--- src/rtl/pipeline_pkg.sv ---
// pipeline_pkg: shared widths, NOP encoding and the fetch queue entry type.
package pipeline_pkg;
  localparam int PC_W = 9;
  localparam int INST_W = 32;
  localparam logic [INST_W-1:0] NOP_INST = 32'h00000013;
  typedef struct packed {
    logic [INST_W-1:0] inst;
    logic [PC_W-1:0]   pc;
  } fetch_entry_t;
endpackage

--- src/rtl/fetch_fifo.sv ---
// fetch_fifo: 2-entry FIFO of fetch entries with push/pop/clear.
// Ports: clk, reset (async, active-low), push/din write the tail, pop drops the head,
// clear empties the queue (wins over push/pop), count = occupancy 0..2, head = entry 0.
import pipeline_pkg::*;
module fetch_fifo (
  input  logic         clk,
  input  logic         reset,
  input  logic         push,
  input  logic         pop,
  input  logic         clear,
  input  fetch_entry_t din,
  output logic [1:0]   count,
  output fetch_entry_t head
);
  fetch_entry_t mem [2];
  logic pop_ok;
  logic [1:0] widx;
  assign pop_ok = pop && count != 2'd0;
  // Tail slot after this cycle's pop; entry 0 is always the head.
  assign widx = count - {1'b0, pop_ok};
  assign head = mem[0];
  always_ff @(posedge clk or negedge reset)
    if (!reset) begin
      count  <= '0;
      mem[0] <= '0;
      mem[1] <= '0;
    end else if (clear) begin
      count <= '0;
    end else begin
      if (pop_ok) mem[0] <= mem[1];
      if (push && !widx[1]) mem[widx[0]] <= din;
      count <= count + {1'b0, push && !widx[1]} - {1'b0, pop_ok};
    end
endmodule

--- src/rtl/fetch_queue.sv ---
// fetch_queue: PC owner and instruction fetch front end with a 2-entry output queue.
// Ports: clk, reset (async, active-low); imem_req/imem_addr/imem_rdata to a 1-cycle
// synchronous instruction memory; redirect/redirect_pc from EX; id_valid/id_ready/
// id_inst/id_pc stream to decode (NOP and pc 0 while id_valid is low).
import pipeline_pkg::*;
module fetch_queue #(
  parameter int              PC_W     = pipeline_pkg::PC_W,
  parameter logic [PC_W-1:0] RESET_PC = '0
) (
  input  logic              clk,
  input  logic              reset,
  output logic              imem_req,
  output logic [PC_W-1:0]   imem_addr,
  input  logic [INST_W-1:0] imem_rdata,
  input  logic              redirect,
  input  logic [PC_W-1:0]   redirect_pc,
  output logic              id_valid,
  input  logic              id_ready,
  output logic [INST_W-1:0] id_inst,
  output logic [PC_W-1:0]   id_pc
);
  logic [PC_W-1:0] pc, addr_q, tgt;
  logic inflight, drop, push, pop, issue;
  logic [1:0] count;
  logic [2:0] occ;
  fetch_entry_t head, din;
  assign tgt = {redirect_pc[PC_W-1:2], 2'b00};
  assign id_valid = count != 2'd0;
  assign pop = id_valid && id_ready && !redirect;
  // inflight marks that imem_rdata carries a response this cycle; a redirect
  // discards it along with everything already queued.
  assign drop = redirect && inflight;
  assign push = inflight && !drop;
  // Occupancy after this cycle counting the outstanding read; issue only if a slot stays free.
  assign occ = {1'b0, count} + {2'b0, inflight} - {2'b0, pop};
  assign issue = reset && (redirect || occ < 3'd2);
  assign imem_req = issue;
  assign imem_addr = redirect ? tgt : pc;
  assign din = '{inst: imem_rdata, pc: addr_q};
  assign id_inst = id_valid ? head.inst : NOP_INST;
  assign id_pc = id_valid ? head.pc : '0;
  always_ff @(posedge clk or negedge reset)
    if (!reset) begin
      pc       <= RESET_PC;
      addr_q   <= '0;
      inflight <= 1'b0;
    end else begin
      inflight <= issue;
      if (issue) begin
        pc     <= imem_addr + PC_W'(4);
        addr_q <= imem_addr;
      end
    end
  fetch_fifo u_fifo (
    .clk   (clk),
    .reset (reset),
    .push  (push),
    .pop   (pop),
    .clear (redirect),
    .din   (din),
    .count (count),
    .head  (head)
  );
endmodule
--- config.mk ---
export PLATFORM = sky130hd
export DESIGN_NAME = fetch_queue
export DESIGN_NICKNAME = d
export VERILOG_FILES = /design/src/rtl/pipeline_pkg.sv /design/src/rtl/fetch_fifo.sv /design/src/rtl/fetch_queue.sv
export SDC_FILE = /design/constraint.sdc
export NUM_CORES = 1
export LEC_CHECK = 0
export BUFFER_PORTS_ARGS = -buffer_cell sky130_fd_sc_hd__clkbuf_2
export CAP_MARGIN = 20
export CORE_MARGIN = 5
export CORE_UTILIZATION = 45
export CTS_CLUSTER_DIAMETER = 80
export DETAILED_ROUTE_END_ITERATION = 10
export PLACE_DENSITY = 0.79
export SLEW_MARGIN = 30
export SYNTH_ARGS = -nofsm -noshare
export SYNTH_HDL_FRONTEND = slang
export SYNTH_HIERARCHICAL = 1
export SYNTH_SLANG_ARGS = --single-unit
export TNS_END_PERCENT = 50
--- constraint.sdc ---
create_clock -name clk -period 3.75 [get_ports clk]
set_input_delay 0.1875 -clock clk [delete_from_list [all_inputs] [get_ports clk]]
set_output_delay 0.1875 -clock clk [all_outputs]
set_load 0.005 [all_outputs]
==> results.yml, run 1 <==
sta:
  drv_slew: 0
  fin_crit_ps: 3430
  skew_ps: 5.81
  tns_ps: 0
  fmax_mhz: 292
  rsz0062_at_grt: "no"
  hold_slack_ps: 86.0
  max_slew_margin_pct: 37.3
  hold_violations: 0
  fin_crit_sh_pct: 91.4
  setup_viol: 0
  worst_pin_slew_ps: 940
  setup_slack_ps: 321
critical_path:
  r2r_slack_ps: 500
  crit_arrival_ps: 3240
  worst_setup_path_start_kind: "register"
  critPathCaptureType: "output pin"
  rr_worst_depth: 9
  path_class: "register to output pin"
  critPathRequiredTime_ps: 3560
  critical_path.reg2reg.startpoint: "u_fifo/count[1]$_DFF_PN0_"
  cp_max_fo: 15
layout:
  fin_nets: 509
  final_layout_size_suffix_gt1_share_pct: 41.7
  post-route-util_pct: 51.2
  multi_input_area_mm2: 0.00223
  fillers: 1001
  register_area_mm2: 0.00253
  final_area_mm2: 0.00588
  stdcell_count: 606
  diodes: 0
  area_growth_pct: 10.9
placement:
  gp_congestion: 0.847
  io_buffers: 94
  dp_cells: 589
  placed_cell_area_mm2: 0.00556
  pre_cts_ws_ps: 537
  hpwl_um: 7490
synth:
  synth.area.top_cells: "dfrtp_1 (48%), mux2_4 (14%), a221o_1 (7.7%), buf_4 (5.8%), nor2b_1 (5.1%)"
  async_flop_share_pct: 100
  yosysMostFrequentCell: "dfrtp_1"
  synth_nets: 461
  avgSynthCellArea_um2: 12.9
  synthesis.area_mm2: 0.00530
  synth_common_cells: "dfrtp_1 (101), mux2_4 (50), nor2b_1 (43)"
  ys_seq_area_share_pct: 47.7
  synthDominantCellAreaShare_pct: 47.7
  ys.warnings.count: 6
  ys_seq_elements: 101
  synth_edf_count: 0
  synth_cell_types: 40
  yosysTopAreaCell: "dfrtp_1"
  ys.flop_type: "dfrtp_1"
  synthCells: 410
route:
  drtIter0Drc: 183
  drc: 0
  routed_via_density: 5.52
  via_count: 3346
  drt-total-wl_um: 11100
  drt-pass1-iter-count: 4
  ant_nets: 0
  wl_per_cell_um: 18.3
clock_network:
  post_cts_resized: 0
  htreeDepth: 3
  clock_sinks: 101
  cts_buffers: 9
  cts-root-buf: "clkbuf_16"
  clk_pin_slew_ps: 70
  cts_tree: "yes"
  insertion_delay_ps: 340
  cts.path.max_buffers: 2
floorplanning:
  io_pins: 97
  rows: 39
  die_area_mm2: 0.0140
  die_h_um: 119
  core_mm2: 0.0115
  initial_core_util_pct: 46.2
  fp.dieW_um: 119
grt:
  grt_pass1_wl_um: 18600
  overflow: 0
  grt_pass1_vias: 3625
  track_usage_pct: 16.0
  grt_max_degree: 59
  grt_antenna_before_repair: 0
job:
  cap_violations: 0
power_and_ir_drop:
  p_per_area_mw_per_mm2: 648
  finalPower_mw: 3.81
  leakage_nw: 2.94
  peakVddDrop_mv: 0.485
min_path:
  min_from: "imem_rdata[2]"
  hp-class: "input pin to register"
  hold_depth: 2
run_status:
  status: "finished clean"
-- cells in the final DEF, fill, tap and decap left out, drive strengths merged --
cell and n:
a21boi 2, nand3b 1, a2bb2oi 1, nor2b 43, nor3 1, clkinvlp 3
nand4b 2, nand2 2, ha 5, dlygate4sd3 1, bufinv 1, a311oi 1
inv 9, a22oi 2, nor3b 1, buf 12, o21ai 3, clkinv 2
nor2 4, clkbuf 103, and3b 1, nand3 2, nand4 2, xnor2 3
and3 42, a221o 41, dfrtp 101, or2 3, mux2 60, fa 1
xor2 5, and2 2, mux2i 1
-- per-layer routing --
layer	GRT usage, %	share of wire [%]	vias up
met5	0	0	-
met3	5.21	4.7	11
met1	21.0	46	1725
met4	4.04	0.97	0
li1	-	-	1527
met2	25.9	48	83
-- critical path: stages, from the launching register on --
cell,delay (ps)
dfrtp_1,590
nor2_4,70
nor3b_1,300
ha_1,200
nor2b_1,60
fa_1,400
xnor2_1,150
nor2_1,70
o21ai_2,720
inv_1,170
clkbuf_2,160
-- cells by family (layout without fill, tap and decap cells) --
kind of cell | count (synthesis) | in the layout | share of synthesized area [%]
fa+ha+maj | 6 | 6 | 1.56
mux | 61 | 61 | 16.5
buf+inv | 78 | 131 | 11.0
xor+xnor | 8 | 8 | 1.46
flops | 101 | 101 | 47.7
compound gates | 50 | 50 | 9.42
simple gates | 106 | 106 | 12.4
-- power breakdown --
group	leakage (nW)	switching (mW)	total (mW)	internal, mW
clock	0.140	0.399	0.931	0.533
combinational	1.53	0.384	1.07	0.687
sequential	1.27	0.273	1.81	1.53
total	2.94	1.06	3.81	2.75
-- how the worst max path moves through the flow --
stage                              start                   endpoint  slack, ps  depth (start not counted)
3_3_place_gp   u_fifo/count[1]$_DFF_PN0_                   register        630                          9
2_1_floorplan  u_fifo/count[1]$_DFF_PN0_  u_fifo/count[1]$_DFF_PN0_        840                         13
4_1_cts        u_fifo/count[1]$_DFF_PN0_                   imem_req        280                         10
3_5_place_dp   u_fifo/count[1]$_DFF_PN0_                   register        540                          9
5_1_grt        u_fifo/count[1]$_DFF_PN0_                   imem_req         30                         10
6_report       u_fifo/count[1]$_DFF_PN0_                   imem_req        320                         10
-- repair_timing --
| action | 4_1_cts | 5_1_grt |
|---|---|---|
| buffers inserted | 0 | 0 |
| hold endpoints to repair | 54 | 0 |
| setup endpoints to repair | 0 | 0 |
| hold buffers | 1 | 0 |
-- layout make-up --
class,count,area share (%)
clock inverters,6,1.06
flip-flops and latches,101,43.0
repair buffers,106,10.3
well taps,143,3.05
clock buffers,10,4.07
inverters,9,0.575
multi-input cells,231,37.9
No activity file was read; power rests on OpenSTA's default activity.
==> run 2: changes to the inputs <==
--- a/config.mk
+++ b/config.mk
@@ -11,7 +11,7 @@
 export CORE_UTILIZATION = 45
 export CTS_CLUSTER_DIAMETER = 80
 export DETAILED_ROUTE_END_ITERATION = 10
-export PLACE_DENSITY = 0.79
+export PLACE_DENSITY = 0.7
 export SLEW_MARGIN = 30
 export SYNTH_ARGS = -nofsm -noshare
 export SYNTH_HDL_FRONTEND = slang
==> run 2 against run 1 <==
- non-clock buffer count decreased by 1
- clock skew increased by 5.3 ps
- worst setup slack improved by 3.1 ps
- cell count decreased by 0.17%
- combinational power about the same
- hold slack got worse by 6.7 ps
- sequential power about the same
- register-to-register slack about the same
- sequential cell count unchanged
- critical endpoint unchanged
- largest cell class unchanged
==> results.yml, run 2 (synthesis gave the netlist of run 1 again) <==
run_status:
  status: "finished clean"
route:
  drt-total-wl_um: 11000
  drtIter0Drc: 249
  met2_wirelength_um: 5280
  wl_met3_um: 555
  drc: 0
  routedLengthMet1_um: 4960
  routed_via_density: 5.44
  drt-pass1-iter-count: 4
  wl_per_cell_um: 18.1
  routed.top_layer: "met4"
  via_count: 3289
  ant_nets: 0
floorplanning:
  die_area_mm2: 0.0140
  core_mm2: 0.0115
  rows: 39
  io_pins: 97
  die_h_um: 119
  initial_core_util_pct: 46.2
  fp.dieW_um: 119
critical_path:
  path_class: "register to output pin"
  cp_max_fo: 15
  critPathCaptureType: "output pin"
  critPathRequiredTime_ps: 3560
  crit_arrival_ps: 3240
  worst_setup_path_start_kind: "register"
grt:
  grt_max_degree: 61
  overflow: 0
  grt_pass1_wl_um: 18600
  track_usage_pct: 16.2
  grt_antenna_before_repair: 0
  grt_pass1_vias: 3619
sta:
  hold_violations: 0
  rsz0062_at_grt: "no"
  max_slew_margin_pct: 36.9
  fmax_mhz: 292
  fin_crit_ps: 3430
  worst_pin_slew_ps: 946
  fin_crit_sh_pct: 91.4
  drv_slew: 0
  tns_ps: 0
  skew_ps: 11.1
  setup_viol: 0
placement:
  dp_cells: 588
  gp_congestion: 0.788
  io_buffers: 94
  hpwl_um: 7150
layout:
  fin_nets: 508
  final_common_cell: "dfrtp_1"
  stdcell_count: 605
  register_area_mm2: 0.00253
  area_growth_pct: 10.6
  final_cell_mix: "dfrtp_1 (101), clkbuf_2 (93), mux2_4 (50)"
  diodes: 0
  multi_input_area_mm2: 0.00223
  final_layout_size_suffix_gt1_share_pct: 41.6
  fillers: 1006
clock_network:
  cts_buffers: 9
  clock_sinks: 101
  post_cts_resized: 0
  clk_pin_slew_ps: 70
  htreeDepth: 3
  cts.path.max_buffers: 2
  cts-root-buf: "clkbuf_16"
  cts_tree: "yes"
  insertion_delay_ps: 350
min_path:
  hp-class: "input pin to register"
power_and_ir_drop:
  finalPower_mw: 3.83
  peakVddDrop_mv: 0.456
  p_per_area_mw_per_mm2: 653
  leakage_nw: 2.93
job:
  cap_violations: 0
[run 2: cell types whose count changed in the layout (fill, tap and decap cells not counted)]
cell	previous run	this run
buf_4	8	9
buf_8	2	0
clkinv_2	2	0
clkinv_4	0	2
clkinvlp_4	3	2
inv_6	0	1
[run 2: layout make-up]
cell class | instances | share of cell area [%]
clock inverter | 6 | 1.22
clock buffer | 10 | 4.08
sequential | 101 | 43.1
timing repair buffer | 105 | 9.95
tap | 143 | 3.05
multi-input combinational | 231 | 38.0
inverter | 9 | 0.576
[run 2: worst paths after layout]
kind,from,end,slack [ps],cells after the start
setup / recovery,u_fifo/count[1]$_DFF_PN0_,imem_req,320,10
hold / removal,imem_rdata[11],register,80,2
setup reg to reg,u_fifo/count[1]$_DFF_PN0_,u_fifo/head[9]$_DFFE_PN0N_,510,9
hold reg to reg,register,register,500,1
max in group asynchronous,reset,async pin,2670,3
min in group asynchronous,reset,pc[4]$_DFFE_PN0P_,500,3
[run 2: per-layer routing]
layer	track usage, %	up-vias
met5	0	-
met4	5.39	0
met2	26.5	81
met3	4.68	14
met1	20.6	1661
li1	-	1533
[run 2: timing repair]
| item | CTS | global route |
|---|---|---|
| setup buffers | 0 | 0 |
| hold endpoints to repair | 43 | 0 |
| hold buffers | 1 | 0 |
[run 2: per-stage QoR]
step	cell area, um2	worst slack (ps)	util [%]	hold slack [ps]
3_3_place_gp	5540	624	48.3	334
3_5_place_dp	5540	513	48.3	339
5_1_grt	5860	46.4	51.1	67.5
2_1_floorplan	5300	845	-	-108
6_report	5860	324	51.1	79.3
4_1_cts	5860	305	51.1	64.7
[run 2: power breakdown]
group	internal, mW	switching, mW	leakage [nW]	total (mW)
clock network	0.540	0.420	0.145	0.960
registers	1.53	0.274	1.27	1.81
logic	0.683	0.377	1.52	1.06
[run 2: worst max-delay path, cell delays in order (launching register included)]
cell and delay (ps):
dfrtp_1 590, nor2_4 70, nor3b_1 310, ha_1 190
nor2b_1 50, fa_1 400, xnor2_1 140, nor2_1 70
o21ai_2 730, inv_1 170, clkbuf_2 160
==> run 3: changes to the inputs <==
--- a/config.mk
+++ b/config.mk
@@ -15,6 +15,5 @@
 export SLEW_MARGIN = 30
 export SYNTH_ARGS = -nofsm -noshare
 export SYNTH_HDL_FRONTEND = slang
-export SYNTH_HIERARCHICAL = 1
 export SYNTH_SLANG_ARGS = --single-unit
 export TNS_END_PERCENT = 50
==> run 3 against run 2 <==
- critical path depth is the same
- via count increased by 3.2%
- routed wire length is 5.1% lower
- synthesized area down 6.2%
- cell count increased by 8.6%
- hold slack lost 50 ps
- global-route usage is 0.17 points higher
- maximum frequency increased by 15%
- design area fell by 2.8%
- non-clock buffer count down 3
- clock-buffer cell count unchanged
- synthesized cell count up 5.1%
- largest power group unchanged
- highest routed layer unchanged
==> results.yml, run 3 <==
clock_network:
  cts-root-buf: "clkbuf_8"
  post_cts_resized: 0
  clock_sinks: 101
  clk_pin_slew_ps: 100
  cts_tree: "yes"
  insertion_delay_ps: 370
  postCtsSetupBuffers: 0
  cts.path.max_buffers: 2
  cts_buffers: 9
  htreeDepth: 3
layout:
  area_growth_pct: 14.6
  multi_input_area_mm2: 0.00223
  post-route-util_pct: 52.6
  stdcell_count: 657
  register_area_mm2: 0.00253
  final_common_cell: "dfrtp_1"
  final_layout_size_suffix_gt1_share_pct: 35.2
  final_area_mm2: 0.00570
  fillers: 954
  final_cell_mix: "dfrtp_1 (101), clkbuf_2 (93), nand2_1 (44)"
  diodes: 0
  fin_nets: 562
synth:
  synth_cell_types: 34
  yosysTopAreaCell: "dfrtp_1"
  synth_fa_ha_area_share_pct: 1.41
  synthCells: 431
  synthDominantCellAreaShare_pct: 50.8
  yosysMostFrequentCell: "dfrtp_1"
  synthXorXnorAreaFrac_pct: 1.56
  synthesis.area_mm2: 0.00497
  synth_mux_area_share_pct: 18.8
  avgSynthCellArea_um2: 11.5
  ys.warnings.count: 0
  ys.flop_type: "dfrtp_1"
  ys_seq_elements: 101
  async_flop_share_pct: 100
  synth_common_cells: "dfrtp_1 (101), nand2_1 (44), nor2b_1 (42)"
  synth_edf_count: 0
  ys_seq_area_share_pct: 50.8
  synth.area.top_cells: "dfrtp_1 (51%), mux2_2 (7.9%), mux2_4 (6.6%), nor2b_1 (5.3%), mux2i_1 (4.2%)"
  synth_compound_area_share_pct: 6.09
  synth_top_family_by_area: "multiplexers"
  synth-simple-area-share_pct: 16.6
  synth_nets: 481
sta:
  fin_crit_ps: 2980
  max_slew_margin_pct: 51.0
  setup_slack_ps: 771
  setup_viol: 0
  worst_pin_slew_ps: 735
  hold_slack_ps: 29.0
  drv_slew: 0
  tns_ps: 0
  rsz0062_at_grt: "no"
  fin_crit_sh_pct: 79.4
  hold_violations: 0
  fmax_mhz: 336
  skew_ps: 10.0
run_status:
  status: "finished clean"
floorplanning:
  core_mm2: 0.0108
  fp.dieW_um: 115
  die_h_um: 115
  initial_core_util_pct: 45.9
  io_pins: 97
  die_area_mm2: 0.0132
  rows: 38
critical_path:
  critPathCaptureType: "output pin"
  critPathRequiredTime_ps: 3560
  worst_setup_path_start_kind: "register"
  path_cells: "nor2_4 > nor3b_4 > ha_1 > nand2b_1 > fa_1 > xnor2_1 > a21oi_1 > nor2b_1 > buf_4 > clkbuf_2"
  path_class: "register to output pin"
  cp_max_fo: 16
  crit_arrival_ps: 2790
  slowest_stage: "dfrtp_1"
  slowest_delay_ps: 520
power_and_ir_drop:
  p_switching_mw: 1.49
  swShare_pct: 34.5
  peakVddDrop_mv: 0.307
  combPwrFrac_pct: 40.4
  p_per_area_mw_per_mm2: 760
  p_clk_share_pct: 16.1
  power_frac_seq_pct: 43.5
  internal_power_mw: 2.84
  finalPower_mw: 4.33
  leakage_nw: 2.54
grt:
  grt_pass1_wl_um: 17200
  met2_usage_pct: 26.3
  grt-busiest-layer: "met2"
  grt_max_degree: 66
  use_met1_pct: 22.2
  overflow: 0
  grt_use_met3_pct: 3.79
  track_usage_pct: 16.3
  grt_antenna_before_repair: 0
  grt_pass1_vias: 3464
route:
  ant_nets: 0
  wl_per_cell_um: 15.8
  via_count: 3393
  routed_via_density: 5.16
  drtIter0Drc: 165
  drt-total-wl_um: 10400
  drc: 0
  drt-pass1-iter-count: 4
placement:
  placed_cell_area_mm2: 0.00549
  gp_congestion: 0.768
  pre_cts_ws_ps: 1010
  io_buffers: 94
  dp_cells: 640
  hpwl_um: 6730
job:
  cap_violations: 0
min_path:
  hp-class: "input pin to register"
[run 3: changes by cell type after synthesis, moves of 26 or more]
cell | before | now
mux2_2 | 9 | 35
and3_1 | 40 | 0
a221o_1 | 41 | 0
nand2_1 | 2 | 44
mux2_4 | 50 | 22
buf_4 | 41 | 4
[run 3: final cells by class]
type / count / area share, %
well taps: 140 / 3.07
multi-input cells: 290 / 39.2
flip-flops and latches: 101 / 44.3
clock inverters: 6 / 1.25
clock buffers: 10 / 2.24
inverters: 8 / 0.527
repair buffers: 102 / 9.40
[run 3: cell families (layout without fill, tap and decap cells)]
family / count (synthesis) / in the layout
AO/OA/AOI/OAI: 47 / 47
adder cells (fa/ha/maj): 5 / 5
multiplexers: 78 / 78
flip-flops: 101 / 101
AND/OR/NAND/NOR: 152 / 152
buffers and inverters: 40 / 126
XOR/XNOR: 8 / 8
[run 3: per-layer routing]
| metal | wire [um] | vias up |
|---|---|---|
| met5 | 0 | - |
| met4 | 101 | 0 |
| met3 | 570 | 9 |
| met2 | 4920 | 86 |
| met1 | 4820 | 1669 |
| li1 | - | 1629 |
[run 3: worst paths after layout]
| path | depth (start not counted) | slack, ps | from | endpoint |
|---|---|---|---|---|
| max | 10 | 770 | u_fifo.count[1]$_DFF_PN0_ | imem_req |
| min | 3 | 30 | imem_rdata[13] | u_fifo.head[22]$_DFFE_PN0N_ |
| max reg2reg | 10 | 1010 | u_fifo.count[1]$_DFF_PN0_ | addr_q[7]$_DFFE_PN0P_ |
| min reg2reg | 2 | 510 | addr_q[3]$_DFFE_PN0P_ | u_fifo.head[3]$_DFFE_PN0N_ |
| max in group asynchronous | 3 | 2250 | reset | async pin |
| min in group asynchronous | 2 | 360 | reset | async pin |
[run 3: power groups by stage]
stage	clock (mW)	sequential (mW)	combinational (mW)
CTS	0.720	1.89	1.79
global route	0.774	1.95	1.96
global placement	0	1.87	1.74
finish	0.698	1.88	1.75
detailed placement	0	1.90	1.78
floorplan	0	1.82	1.33
[run 3: critical path: cells and delay by family, from the launching register on]
kind            cells  cell delay (ps)
flops               1              520
xor+xnor            1              140
simple gates        4              630
fa+ha+maj           2              630
buf+inv             2              420
compound gates      1               80
[run 3: repair_timing]
action	4_1_cts	5_1_grt
hold endpoints to repair	45	0
setup endpoints to repair	0	0
hold buffers	1	0
